$ cat src/rtl/rhythm_lane_engine.sv
// Note-lane engine: falling notes on a ramping shared tick, press judging, saturating score
// and registered per-lane pixel flags. Define RHYTHM_AUTOMISS_EN to flag notes that pass unhit.
//
// state  | meaning
// ARMED  | lane accepts press edges and judges them against the target window
// LOCKED | lane ignores presses after a miss until its note wraps to the top
module rhythm_lane_engine #(
   parameter int LANES        = 4,
   parameter int Y_W          = 11,
   parameter int STEP         = 5,
   parameter int NOTE_W       = 80,
   parameter int NOTE_H       = 50,
   parameter int X0           = 60,
   parameter int X_PITCH      = 160,
   parameter int TARGET_Y     = 350,
   parameter int WRAP_Y       = 510,
   parameter int WRAP_STAGGER = 20,
   parameter int PERIOD_W     = 32,
   parameter int PERIOD_INIT  = 2097152,
   parameter int PERIOD_MIN   = 524288,
   parameter int PERIOD_DEC   = 65536,
   parameter int RAMP_TICKS   = 256,
   parameter int SCORE_W      = 16
) (
   input  logic                clk,
   input  logic                rst,
   input  logic [LANES-1:0]    btn,
   input  logic [Y_W-1:0]      hcount,
   input  logic [Y_W-1:0]      vcount,
   input  logic                blank,
   output logic [LANES-1:0]    pix_note,
   output logic [LANES-1:0]    pix_target,
   output logic [LANES-1:0]    hit,
   output logic [LANES-1:0]    miss,
   output logic                tick,
   output logic [PERIOD_W-1:0] period,
   output logic [SCORE_W-1:0]  score
);

   localparam int XW = Y_W + 1;
   localparam int RW = (RAMP_TICKS > 1) ? $clog2(RAMP_TICKS) : 1;
   localparam int CW = $clog2(LANES + 1);
   localparam int SW = SCORE_W + CW;
   localparam logic [PERIOD_W:0] DEC_FLOOR = (PERIOD_W+1)'(PERIOD_MIN) + (PERIOD_W+1)'(PERIOD_DEC);

   typedef enum logic {ARMED = 1'b0, LOCKED = 1'b1} lane_state_t;

   logic [PERIOD_W-1:0] cnt;
   logic [RW-1:0]       ramp_cnt;
   logic                tick_fire;
   logic [PERIOD_W-1:0] period_ramped;
   logic [LANES-1:0]    btn_rel;
   logic [LANES-1:0]    press, win_now, wrap, auto_miss, hit_nxt, miss_nxt, lane_x;
   logic [LANES-1:0]    pix_note_nxt, pix_target_nxt;
   logic [Y_W-1:0]      y_q   [LANES];
   logic [Y_W-1:0]      y_adv [LANES];
   logic [Y_W-1:0]      y_nxt [LANES];
   lane_state_t         state_q   [LANES];
   lane_state_t         state_nxt [LANES];
   logic [CW-1:0]       hit_cnt;
   logic [SW-1:0]       score_sum;

   function automatic logic in_win(input logic [Y_W-1:0] y);
      return (({1'b0, y} + XW'(NOTE_H)) >= XW'(TARGET_Y)) && ({1'b0, y} <= XW'(TARGET_Y + NOTE_H));
   endfunction

   // Compare against the widened floor so period-DEC can never wrap below zero.
   assign tick_fire     = (cnt == period - PERIOD_W'(1));
   assign period_ramped = ({1'b0, period} >= DEC_FLOOR) ? period - PERIOD_W'(PERIOD_DEC)
                                                        : PERIOD_W'(PERIOD_MIN);

   always_ff @(posedge clk) begin
      if (rst) begin
         cnt      <= '0;
         ramp_cnt <= '0;
         period   <= PERIOD_W'(PERIOD_INIT);
         tick     <= 1'b0;
      end else begin
         tick <= tick_fire;
         if (tick_fire) begin
            cnt <= '0;
            if (ramp_cnt == RW'(RAMP_TICKS - 1)) begin
               ramp_cnt <= '0;
               period   <= period_ramped;
            end else begin
               ramp_cnt <= ramp_cnt + RW'(1);
            end
         end else begin
            cnt <= cnt + PERIOD_W'(1);
         end
      end
   end

   // btn_rel marks "released last cycle"; clearing it in reset keeps a held button edge-free.
   always_comb begin
      for (int i = 0; i < LANES; i++) begin
         press[i]   = btn[i] & btn_rel[i];
         wrap[i]    = ({1'b0, y_q[i]} >= XW'(WRAP_Y + i * WRAP_STAGGER));
         y_adv[i]   = wrap[i] ? '0 : y_q[i] + Y_W'(STEP);
         win_now[i] = in_win(y_q[i]);
      end
   end

   always_comb begin
      auto_miss = '0;
`ifdef RHYTHM_AUTOMISS_EN
      for (int i = 0; i < LANES; i++)
         auto_miss[i] = tick_fire & win_now[i] & ~in_win(y_adv[i]) & ~press[i];
`endif
   end

   always_ff @(posedge clk) begin
      for (int i = 0; i < LANES; i++)
         state_q[i] <= rst ? ARMED : state_nxt[i];
   end

   always_comb begin
      for (int i = 0; i < LANES; i++) begin
         state_nxt[i] = state_q[i];
         case (state_q[i])
            ARMED:   if ((press[i] && !win_now[i]) || auto_miss[i]) state_nxt[i] = LOCKED;
            LOCKED:  if (tick_fire && wrap[i]) state_nxt[i] = ARMED;
            default: state_nxt[i] = ARMED;
         endcase
      end
   end

   always_comb begin
      hit_cnt = '0;
      for (int i = 0; i < LANES; i++) begin
         hit_nxt[i]  = (state_q[i] == ARMED) && press[i] && win_now[i];
         miss_nxt[i] = (state_q[i] == ARMED) && ((press[i] && !win_now[i]) || auto_miss[i]);
         if (hit_nxt[i])     y_nxt[i] = '0;
         else if (tick_fire) y_nxt[i] = y_adv[i];
         else                y_nxt[i] = y_q[i];
         hit_cnt = hit_cnt + CW'(hit_nxt[i]);
      end
      score_sum = SW'(score) + SW'(hit_cnt);
   end

   always_comb begin
      for (int i = 0; i < LANES; i++) begin
         lane_x[i] = ({1'b0, hcount} >= XW'(X0 + i * X_PITCH))
                   && ({1'b0, hcount} <= XW'(X0 + i * X_PITCH + NOTE_W));
         pix_note_nxt[i] = ~blank & lane_x[i]
                         & ({1'b0, vcount} >= {1'b0, y_q[i]})
                         & ({1'b0, vcount} <= ({1'b0, y_q[i]} + XW'(NOTE_H)));
         pix_target_nxt[i] = ~blank & lane_x[i]
                           & ({1'b0, vcount} >= XW'(TARGET_Y))
                           & ({1'b0, vcount} <= XW'(TARGET_Y + NOTE_H));
      end
   end

   always_ff @(posedge clk) begin
      if (rst) begin
         for (int i = 0; i < LANES; i++) y_q[i] <= '0;
         btn_rel    <= '0;
         hit        <= '0;
         miss       <= '0;
         score      <= '0;
         pix_note   <= '0;
         pix_target <= '0;
      end else begin
         for (int i = 0; i < LANES; i++) y_q[i] <= y_nxt[i];
         btn_rel    <= ~btn;
         hit        <= hit_nxt;
         miss       <= miss_nxt;
         score      <= (score_sum > SW'({SCORE_W{1'b1}})) ? '1 : score_sum[SCORE_W-1:0];
         pix_note   <= pix_note_nxt;
         pix_target <= pix_target_nxt;
      end
   end

endmodule

$ cat config.mk
export PLATFORM = sky130hd
export DESIGN_NAME = rhythm_lane_engine
export DESIGN_NICKNAME = d
export VERILOG_FILES = /design/src/rtl/rhythm_lane_engine.sv
export SDC_FILE = /design/constraint.sdc
export NUM_CORES = 1
export LEC_CHECK = 0
export BUFFER_PORTS_ARGS = -buffer_cell sky130_fd_sc_hd__buf_2
export CAP_MARGIN = 25
export CORE_ASPECT_RATIO = 0.9
export CORE_MARGIN = 1.5
export CORE_UTILIZATION = 55
export CTS_CLUSTER_DIAMETER = 60
export CTS_CLUSTER_SIZE = 30
export DETAILED_ROUTE_END_ITERATION = 10
export PLACE_DENSITY = 0.75
export SYNTH_ARGS = -nofsm -noshare
export SYNTH_HDL_FRONTEND = slang
export SYNTH_SLANG_ARGS = --single-unit
$ cat constraint.sdc
create_clock -name clk -period 3.8 [get_ports clk]
set_input_delay 0.76 -clock clk [delete_from_list [all_inputs] [get_ports clk]]
set_output_delay 0.76 -clock clk [all_outputs]
set_load 0.02 [all_outputs]
==> summary.md <==
| Metric | Value |
|---|---|
| Status | completed |
| Peak supply drop | 0.000300 V |
| Die area | 19500 um2 |
| Setup slack, reg-to-reg | 0.07 ns |
| CP startpoint | y_q[0][1] |
| Final Hold Fails | 0 |
| Crit. End Element | flop |
| RSZ-0062 raised after global routing | yes |
| Critical path startpoint category | flop |
| Post-Syn Instances | 1251 |
| Worst Skew | 0.0107 ns |
| Final GP Congestion | 0.904 |
| Worst setup path endpoint | score[0] |
| Row cnt | 47 |
| Hold Crit Class | reg -> reg |
| Worst R2R End | score[0] |
| DRT Pass-1 Iters | 5 |
| Vias in the first global route | 8793 |
| Maximum fanout along the worst path | 8 |
| Reg2reg start | y_q[0][1] |
| Maximum capacitance violations | 0 |
| CTS sink count | 141 |
| Final nets | 1515 |
| Initial antenna violation count | 0 |
| Final slew viol count | 0 |
| Placed insts | 1586 |
| Area Overhead vs Synth | 16.6% |
| Hpwl dp | 19000 um |
| Largest net degree at the start of global routing | 32 |
| CP Cell Sequence | ha_4, a211o_1, o32ai_2, a222oi_1, o221a_2, nand2b_4, inv_4, fa_1, inv_1, fa_2, inv_2, fa_2, nand4_1, nor2_2, nand4_1, buf_6, a21oi_2 |
| Routing usage on met1 | 38.0% |
| Worst-Margin Slew | 0.725 ns |
| CTS tree | yes |
| Synth warn | 0 |
| Synth cell types | 73 |
| Clock transition at path regs | 0.07 ns |
| Core Box Area | 18300 um2 |
| Chip height | 133 um |
| Worst Reg2Reg Path Length in Cells | 17 |
| Largest delay share family, worst path | adder cells |
| Setup TNS | 0 ns |
| Setup Crit Path Kind | reg -> reg |
| EDFF count, synth | 0 |
| Sequential fraction of the synthesis area | 27.5% |
| Initial Util | 55.9% |
| GR peak layer | met2 |
| Total number of vias | 9603 |
| Layout Cells excl Fill | 1624 |
| Drt total wl | 26700 um |
| Worst-Skew Late Latency | 0.43 ns |
| DR vias/cell | 5.91 |
| Highest clock rate | 268 MHz |
| Static Leak | 4.71 nW |
| DR iter-0 viols | 874 |
| FFs w/ async S/R, synth | 0% |
| Grt met3 use | 4.69% |
| Layout cells sized above 1 | 17.0% |
| IO Pins | 94 |
| Grt ovf | 0 |
| Post-CTS Hold Fix Bufs | 0 |
| Largest stage delay on the critical path | 0.50 ns |
| IO buf count | 77 |
| Slew headroom | 51.5% |
| Total Routing Usage GR | 27.4% |
| Number of remaining DRC errors | 0 |
| Average size of a mapped cell | 8.19 um2 |
| First-pass GRT wire length | 43800 um |
| Post-route setup slack | 0.0685 ns |
| Period utilisation layout | 98.2% |
| Mapped cell area | 10300 um2 |
| WL/cell | 16.5 um |
| M2 GR Usage | 44.3% |
| Main flop type after synthesis | dfxtp_1 |
| Post-synthesis register bit count | 141 |
| WP depth | 17 |
| N_diodes | 0 |
| Final ANT Viol Nets | 0 |
| Period minus WS final | 3.73 ns |
| Pwr dens | 292 nW/um2 |
| Worst EP required | 4.17 ns |
| Total CTS buffers | 17 |
| CP Buf/Inv Count | 4 |
| Finish-stage setup viols | 0 |
| Number of buffers on the longest clock path | 2 |
| Slowest library cell on the worst path | fa_1 |
| H-Tree Depth | 4 |
| Die Wd | 147 um |
| CP Data Arrival Time | 4.10 ns |
| Root Driver | clkbuf_16 |
| Worst slack, placed | -0.0160 ns |
[routing by layer]
metal  vias up  part of all wire (%)
met2       354                    45
met5         -                     0
met3        27                   6.3
met1      4486                    47
met4         0                   1.5
li1       4736                     -
[flip-flops by register name, indices dropped and copies added, names as in the netlist]
name and flops:
score 16, period 16, pix_note 4, state_q 4, pix_target 4, cnt 32
y_q 44, btn_rel 4, miss 4, hit 4, tick 1, ramp_cnt 8
[through the flow]
stage	utilization, %	area (um2)	total power [mW]	hold slack, ns
5_1_grt	65.2	12000	3.59	0.492
3_5_place_dp	60.9	11200	1.75	0.437
2_1_floorplan	-	10300	1.68	0.417
6_report	65.2	12000	3.49	0.462
3_3_place_gp	60.9	11200	1.74	0.428
4_1_cts	64.4	11800	3.50	0.453
[worst min path at each step]
stage | startpoint | to | slack [ns] | cells after the start
after floorplan | state_q[1] | state_q[1] | 0.42 | 1
after global placement | state_q[1] | state_q[1] | 0.43 | 1
after detailed placement | state_q[1] | state_q[1] | 0.44 | 1
after CTS | state_q[1] | state_q[1] | 0.45 | 1
after global routing | state_q[3] | state_q[3] | 0.49 | 2
final | state_q[3] | state_q[3] | 0.46 | 2
[cells in the final DEF, fill, tap and decap left out, types with 35 or more instances in the layout]
| cell type | synthesis | routed |
|---|---|---|
| a21oi_1 | 88 | 77 |
| buf_2 | 12 | 77 |
| buf_4 | 17 | 73 |
| dfxtp_1 | 141 | 136 |
| ha_1 | 117 | 116 |
| inv_1 | 71 | 69 |
| nand2_1 | 72 | 71 |
| nand3_1 | 39 | 39 |
| nand4_1 | 35 | 35 |
| nor2_1 | 125 | 123 |
| o21ai_0 | 47 | 47 |
| xnor2_1 | 67 | 67 |
[cells by family after synthesis]
| group | share of synthesized area (%) |
|---|---|
| AOI/OAI and AO/OA | 18.1 |
| xor gates and xnor gates | 8.63 |
| adders and majority gates | 15.2 |
| buffers and inverters | 6.22 |
| DFF | 27.5 |
| muxes | 0.500 |
| other | 0.0366 |
| and+or+nand+nor | 23.9 |
[tightest hold or removal path, stage by stage, from the launching register on]
cell,delay [ns]
dfxtp_1,0.31
nand2_1,0.05
o21bai_1,0.06
[area by class of cell]
| cell class | count | area, um2 |
|---|---|---|
| clock buffers | 19 | 433 |
| clock inverters | 13 | 176 |
| inverters | 74 | 280 |
| flip-flops and latches | 141 | 2840 |
| multi-input cells | 980 | 6970 |
| fillers | 1589 | 6390 |
| well taps | 245 | 307 |
| repair buffers | 152 | 956 |
[timing repair]
| item | CTS | global route |
|---|---|---|
| gates resized for setup | 7 | 28 |
| buffers inserted | 1 | 5 |
| endpoints found under the setup margin | 15 | 18 |
| pin swaps | 5 | 10 |
| endpoints found under the hold margin | 0 | 0 |
| cloned | 0 | 0 |
[where the power goes]
part | switching (mW) | internal [mW]
clock | 0.715 | 1.05
sequential | 0.00579 | 1.48
combinational | 0.145 | 0.0841
[synthesized netlist by cell type, types with 9 or more instances]
library cell / count / area share [%]
dfxtp_1: 141 / 28
nor2_1: 125 / 4.6
ha_1: 117 / 14
a21oi_1: 88 / 4.3
nand2_1: 72 / 2.6
inv_1: 71 / 2.6
xnor2_1: 67 / 5.7
o21ai_0: 47 / 2.3
nand3_1: 39 / 1.9
clkbuf_1: 37 / 1.4
nand4_1: 35 / 2.1
xor2_1: 34 / 2.9
nor3_1: 29 / 1.4
a21o_1: 25 / 1.8
or4_1: 22 / 1.6
nor4_1: 20 / 1.2
buf_4: 17 / 1.2
nand2b_1: 17 / 1.0
nor2b_1: 16 / 0.98
and3_1: 14 / 0.85
or3_1: 13 / 0.79
a211oi_1: 12 / 0.88
a31oi_1: 12 / 0.73
buf_2: 12 / 0.59
o21a_1: 11 / 0.81
o31ai_1: 10 / 0.73
o211ai_1: 9 / 0.66
No activity file was read; power rests on OpenSTA's default activity.
